$ cat src/rtl/fetch_unit.sv
// fetch_unit: RV32 fetch stage, one outstanding imem request, one-entry output.
// Optional macro FETCH_PERF_CNT_EN adds perf_fetched / perf_stall counters.
module fetch_unit #(
    parameter int unsigned       ADDR_W   = 32,
    parameter int unsigned       INST_W   = 32,
    parameter logic [ADDR_W-1:0] RESET_PC = '0
) (
    input  logic              clk,
    input  logic              rst,
    output logic              imem_req_valid,
    input  logic              imem_req_ready,
    output logic [ADDR_W-1:0] imem_req_addr,
    input  logic              imem_resp_valid,
    input  logic [INST_W-1:0] imem_resp_data,
    output logic              inst_valid,
    input  logic              inst_ready,
    output logic [INST_W-1:0] inst,
    output logic [ADDR_W-1:0] inst_pc,
    input  logic              redirect_valid,
    input  logic [ADDR_W-1:0] redirect_pc
`ifdef FETCH_PERF_CNT_EN
    ,
    output logic [31:0]       perf_fetched,
    output logic [31:0]       perf_stall
`endif
);

    localparam logic [ADDR_W-1:0] ALIGN_MASK = {{(ADDR_W-2){1'b1}}, 2'b00};
    localparam logic [ADDR_W-1:0] PC_STEP    = {{(ADDR_W-3){1'b0}}, 3'b100};

    typedef enum logic [1:0] {
        S_REQ  = 2'd0,
        S_WAIT = 2'd1,
        S_HOLD = 2'd2
    } state_e;

    state_e              state_q, state_d;
    logic [ADDR_W-1:0]   pc_q, pc_d;
    logic [ADDR_W-1:0]   req_pc_q, req_pc_d;
    logic                discard_q, discard_d;
    logic                inst_valid_q, inst_valid_d;
    logic [INST_W-1:0]   inst_q, inst_d;
    logic [ADDR_W-1:0]   inst_pc_q, inst_pc_d;
    logic [INST_W-1:0]   hold_q, hold_d;
    logic [ADDR_W-1:0]   hold_pc_q, hold_pc_d;

    logic out_fire;
    logic out_free;
    logic req_acc;
    logic resp_live;

    assign out_fire  = inst_valid_q && inst_ready;
    assign out_free  = !inst_valid_q || inst_ready;
    assign req_acc   = (state_q == S_REQ) && imem_req_ready;
    // A response is usable only in WAIT and only if not made stale by a redirect.
    assign resp_live = (state_q == S_WAIT) && imem_resp_valid
                       && !discard_q && !redirect_valid;

    // State and datapath registers with synchronous reset
    always_ff @(posedge clk) begin
        if (rst) begin
            state_q      <= S_REQ;
            pc_q         <= RESET_PC & ALIGN_MASK;
            req_pc_q     <= '0;
            discard_q    <= 1'b0;
            inst_valid_q <= 1'b0;
            inst_q       <= '0;
            inst_pc_q    <= '0;
            hold_q       <= '0;
            hold_pc_q    <= '0;
        end else begin
            state_q      <= state_d;
            pc_q         <= pc_d;
            req_pc_q     <= req_pc_d;
            discard_q    <= discard_d;
            inst_valid_q <= inst_valid_d;
            inst_q       <= inst_d;
            inst_pc_q    <= inst_pc_d;
            hold_q       <= hold_d;
            hold_pc_q    <= hold_pc_d;
        end
    end

    // Next-state logic; a redirect always leaves HOLD and ends a WAIT on response
    always_comb begin
        state_d = state_q;
        unique case (state_q)
            S_REQ: begin
                if (imem_req_ready) state_d = S_WAIT;
            end
            S_WAIT: begin
                if (imem_resp_valid) begin
                    if (redirect_valid || discard_q || out_free) state_d = S_REQ;
                    else state_d = S_HOLD;
                end
            end
            S_HOLD: begin
                if (redirect_valid || inst_ready) state_d = S_REQ;
            end
            default: state_d = S_REQ;
        endcase
    end

    // PC, discard flag, hold buffer and output register updates
    always_comb begin
        pc_d         = pc_q;
        req_pc_d     = req_pc_q;
        discard_d    = discard_q;
        inst_valid_d = inst_valid_q;
        inst_d       = inst_q;
        inst_pc_d    = inst_pc_q;
        hold_d       = hold_q;
        hold_pc_d    = hold_pc_q;

        if (req_acc) begin
            req_pc_d = pc_q;
            pc_d     = pc_q + PC_STEP;
        end

        if ((state_q == S_WAIT) && imem_resp_valid) discard_d = 1'b0;

        if (out_fire) inst_valid_d = 1'b0;

        if (resp_live && out_free) begin
            inst_valid_d = 1'b1;
            inst_d       = imem_resp_data;
            inst_pc_d    = req_pc_q;
        end

        if (resp_live && !out_free) begin
            hold_d    = imem_resp_data;
            hold_pc_d = req_pc_q;
        end

        if ((state_q == S_HOLD) && inst_ready && !redirect_valid) begin
            inst_valid_d = 1'b1;
            inst_d       = hold_q;
            inst_pc_d    = hold_pc_q;
        end

        // Redirect wins: an issued-but-unanswered request must have its reply dropped.
        if (redirect_valid) begin
            pc_d         = redirect_pc & ALIGN_MASK;
            inst_valid_d = 1'b0;
            if (req_acc || ((state_q == S_WAIT) && !imem_resp_valid))
                discard_d = 1'b1;
        end
    end

    // Outputs decoded from state and registers
    always_comb begin
        imem_req_valid = (state_q == S_REQ);
        imem_req_addr  = pc_q;
        inst_valid     = inst_valid_q;
        inst           = inst_q;
        inst_pc        = inst_pc_q;
    end

`ifdef FETCH_PERF_CNT_EN
    logic [31:0] perf_fetched_q;
    logic [31:0] perf_stall_q;

    // Consumed-instruction and decoder-stall counters, free-running wrap
    always_ff @(posedge clk) begin
        if (rst) begin
            perf_fetched_q <= '0;
            perf_stall_q   <= '0;
        end else begin
            if (out_fire) perf_fetched_q <= perf_fetched_q + 32'd1;
            if (inst_valid_q && !inst_ready) perf_stall_q <= perf_stall_q + 32'd1;
        end
    end

    assign perf_fetched = perf_fetched_q;
    assign perf_stall   = perf_stall_q;
`endif

endmodule

$ cat config.mk
export PLATFORM = sky130hd
export DESIGN_NAME = fetch_unit
export DESIGN_NICKNAME = d
export VERILOG_FILES = /design/src/rtl/fetch_unit.sv
export SDC_FILE = /design/constraint.sdc
export NUM_CORES = 1
export LEC_CHECK = 0
export BUFFER_PORTS_ARGS = -buffer_cell sky130_fd_sc_hd__buf_2
export CORE_MARGIN = 2
export CORE_UTILIZATION = 30
export CTS_BUF_LIST = sky130_fd_sc_hd__clkbuf_2 sky130_fd_sc_hd__clkbuf_4 sky130_fd_sc_hd__clkbuf_8
export DETAILED_ROUTE_END_ITERATION = 16
export HOLD_SLACK_MARGIN = 0.1
export PLACE_DENSITY = 0.52
export SLEW_MARGIN = 20
export SYNTH_ARGS = -nofsm -noshare
export SYNTH_HDL_FRONTEND = slang
export SYNTH_SLANG_ARGS = --single-unit
export TNS_END_PERCENT = 20
$ cat constraint.sdc
create_clock -name clk -period 3.8 [get_ports clk]
set_clock_uncertainty 0.05 [all_clocks]
set_input_delay 0.57 -clock clk [delete_from_list [all_inputs] [get_ports clk]]
set_output_delay 0.57 -clock clk [all_outputs]
set_load 0.01 [all_outputs]
==> results.json <==
{
  "cellLeakagePower_nw": 3.264,
  "cts_buffers": 17,
  "drc": 0,
  "critPathMaxFanout": 22,
  "power_mw": 3.909,
  "rrSetupSlack_ns": 0.88,
  "grt_max_degree": 96,
  "cp.arrival_ns": 3.22,
  "initialDrtViolationCount": 432,
  "dpl.hpwl_um": 14150,
  "die_h_um": 166.2,
  "seq_area_frac_synth_pct": 47.71,
  "detail-route-antenna-nets": 0,
  "final_cells": 1406,
  "synth_ff_type": "dfxtp_1",
  "synthToLayoutAreaGrowth_pct": 18.86,
  "routed_via_density": 4.919,
  "core_area_mm2": 0.02591,
  "rsz0062_at_grt": "false",
  "clock-sinks": 188,
  "grt_pass1_wl_um": 35440,
  "dpl.cell_count": 1373,
  "grt_antenna_before_repair": 2,
  "ios": 168,
  "r2r_start": "state_q[0]",
  "async_flop_share_pct": 0,
  "hold_path_depth": 3,
  "overflow": 0,
  "maxSlewHeadroom_pct": 30.77,
  "yosys_warnings": 0,
  "drtPass1Iterations": 4,
  "worstMarginPinSlew_ns": 1.039,
  "holdPathEnd": "hold_q[12]",
  "cp_top_family": "simple AND/OR/NAND/NOR gates",
  "cpPeakStageDelay_ns": 0.76,
  "dieArea_mm2": 0.02761,
  "cts-root-buf": "clkbuf_8",
  "grt_usage_pct": 15.77,
  "cts-resized-gates": 0,
  "rows": 59,
  "required_ns": 4.09,
  "synth_area_leaders": "dfxtp_1, nand2_1, mux2i_1",
  "cts_max_level": 4,
  "cts_setup_buffers": 0,
  "synth_area_mm2": 0.007889,
  "tns_ns": 0,
  "portBuffers": 161,
  "utilization_pct": 36.19,
  "outcome": "complete, no violations",
  "place_area_mm2": 0.008935,
  "ff2ff_path_depth": 5,
  "place.gp.congestion": 0.8081,
  "stdcell_area_mm2": 0.009376,
  "reg2reg_to": "imem_req_addr[26]",
  "drv_slew": 0,
  "ctsHoldBuffers": 0,
  "hold_class": "primary input to flip-flop",
  "p_per_area_mw_per_mm2": 416.9,
  "final_nets": 1128,
  "critPathSlowestCell": "nor4_1",
  "drive_gt1_share_pct": 19.72,
  "clk_latency_ns": 0.46,
  "drt-total-wl_um": 22050,
  "end_kind": "flip-flop",
  "wl_per_cell_um": 15.68,
  "synth-seq-cells": 188,
  "path_class": "flip-flop to flip-flop",
  "synth_cells": 940,
  "irDropWorstVdd_v": 0.0002046,
  "clk_pin_slew_ns": 0.10,
  "max_freq_ghz": 0.3420,
  "synth_edf_count": 0,
  "critPathBufInv": 1,
  "clock_path_buffers": 2,
  "avgSynthCellArea_um2": 8.392,
  "post-route-min-period_ns": 2.924,
  "min-delay-start": "imem_resp_data[12]",
  "cts_tree": "built",
  "min_period_over_period_pct": 76.94,
  "start_util_pct": 30.45,
  "setup_viol": 0,
  "synth_area_leader_cell": "dfxtp_1",
  "grt_pass1_vias": 6355,
  "drv_cap": 0,
  "num_vias": 6916,
  "synth_cell_types": 45,
  "crit_path_cell_trace": "or3b_1, buf_4, nor4_1, a211oi_1, a2111oi_0",
  "netlist.area_leader.share_pct": 47.71,
  "critPathLaunchType": "flip-flop",
  "hold_viol": 0,
  "die_w_um": 166.2
}
[worst min-delay path: cells and delay by family]
family	cells	cell delay, ns
AOI/OAI and AO/OA	1	0.05
buffers and inverters	1	0.10
and+or+nand+nor	1	0.05
[worst max path at each step]
stage	startpoint	end	slack, ns	cells after the start
detailed placement	imem_req_ready	imem_req_addr[26]	0.74	6
finish	state_q[0]	imem_req_addr[26]	0.88	5
floorplan	imem_req_ready	imem_req_addr[23]	1.27	6
global placement	imem_req_ready	imem_req_addr[26]	0.77	6
CTS	state_q[0]	imem_req_addr[26]	0.88	5
global route	state_q[0]	imem_req_addr[26]	0.54	5
[cell type report]
| class | instances | area (µm²) |
|---|---|---|
| fillers | 2746 | 16530 |
| multi-input cells | 672 | 3822 |
| flip-flops and latches | 188 | 3764 |
| repair buffers | 172 | 907.1 |
| well taps | 335 | 419.2 |
| clock buffers | 21 | 282.8 |
| clock inverters | 11 | 156.4 |
| inverters | 6 | 22.52 |
| diodes | 1 | 2.502 |
[per-layer routing]
layer	up-vias	GRT usage, %	share of wire (%)	wire (µm)
met5	-	0	0.059	13
met4	2	3.932	0.77	169
met3	15	3.599	4.3	948
met2	149	23.49	44	9729
met1	3207	22.97	51	11190
li1	3543	-	-	-
[synth_stat cells (2+ instances only)]
master	count
nand2_1	201
dfxtp_1	188
a21oi_1	96
nor2_1	86
a211oi_1	77
mux2i_1	62
clkbuf_1	59
nand3_1	17
o21ai_0	12
nor3_1	11
a311oi_1	10
or3_1	9
or4_1	9
and4_1	8
nand4_1	8
xnor2_1	8
and3_1	7
buf_1	7
inv_1	6
nor2b_1	6
nor4_1	6
a32oi_1	5
buf_2	5
buf_4	4
o31ai_1	3
xor2_1	3
a2111oi_0	2
a31oi_1	2
and2_1	2
buf_6	2
nand3b_1	2
nand4bb_1	2
o41ai_1	2
or2_2	2
[stage by stage]
stage,hold slack [ns],setup slack (ns)
2_1_floorplan,0.3860,1.267
5_1_grt,0.2605,0.5407
3_3_place_gp,0.3909,0.7747
6_report,0.3034,0.8764
3_5_place_dp,0.3963,0.7409
4_1_cts,0.2679,0.8838
[logic make-up after synthesis]
kind of cell	share of synthesized area, %
AND/OR/NAND/NOR	21.62
AO/OA/AOI/OAI	16.97
flip-flops	47.71
buffers and inverters	4.409
multiplexers	7.867
XOR/XNOR	1.221
adder cells (fa/ha/maj)	0.1586
other	0.04754
[power by group]
group / internal (mW) / switching (mW) / total [mW]
combinational: 0.130 / 0.199 / 0.329
clock: 0.722 / 0.750 / 1.47
sequential: 2.03 / 0.0763 / 2.11
total: 2.88 / 1.02 / 3.91
[registers in the layout (all words and copies together), names as in the netlist]
signal and cells:
hold_q 32, inst 32, hold_pc_q 30, imem_req_addr 30, inst_pc 30, req_pc_q 30
state_q 2, discard_q 1, inst_valid 1
[layout by cell type, fill, tap and decap left out, drive strengths merged, types with 9 or more instances in the layout]
master / synthesis / routed
a211oi: 77 / 77
a21oi: 96 / 96
a311oi: 10 / 10
buf: 18 / 172
clkbuf: 59 / 21
dfxtp: 188 / 188
inv: 6 / 9
mux2i: 62 / 62
nand2: 201 / 201
nand3: 17 / 17
nor2: 86 / 86
nor3: 11 / 11
o21ai: 12 / 12
or3: 9 / 9
or4: 10 / 10
Note: power is estimated with default switching activity, not from simulation.
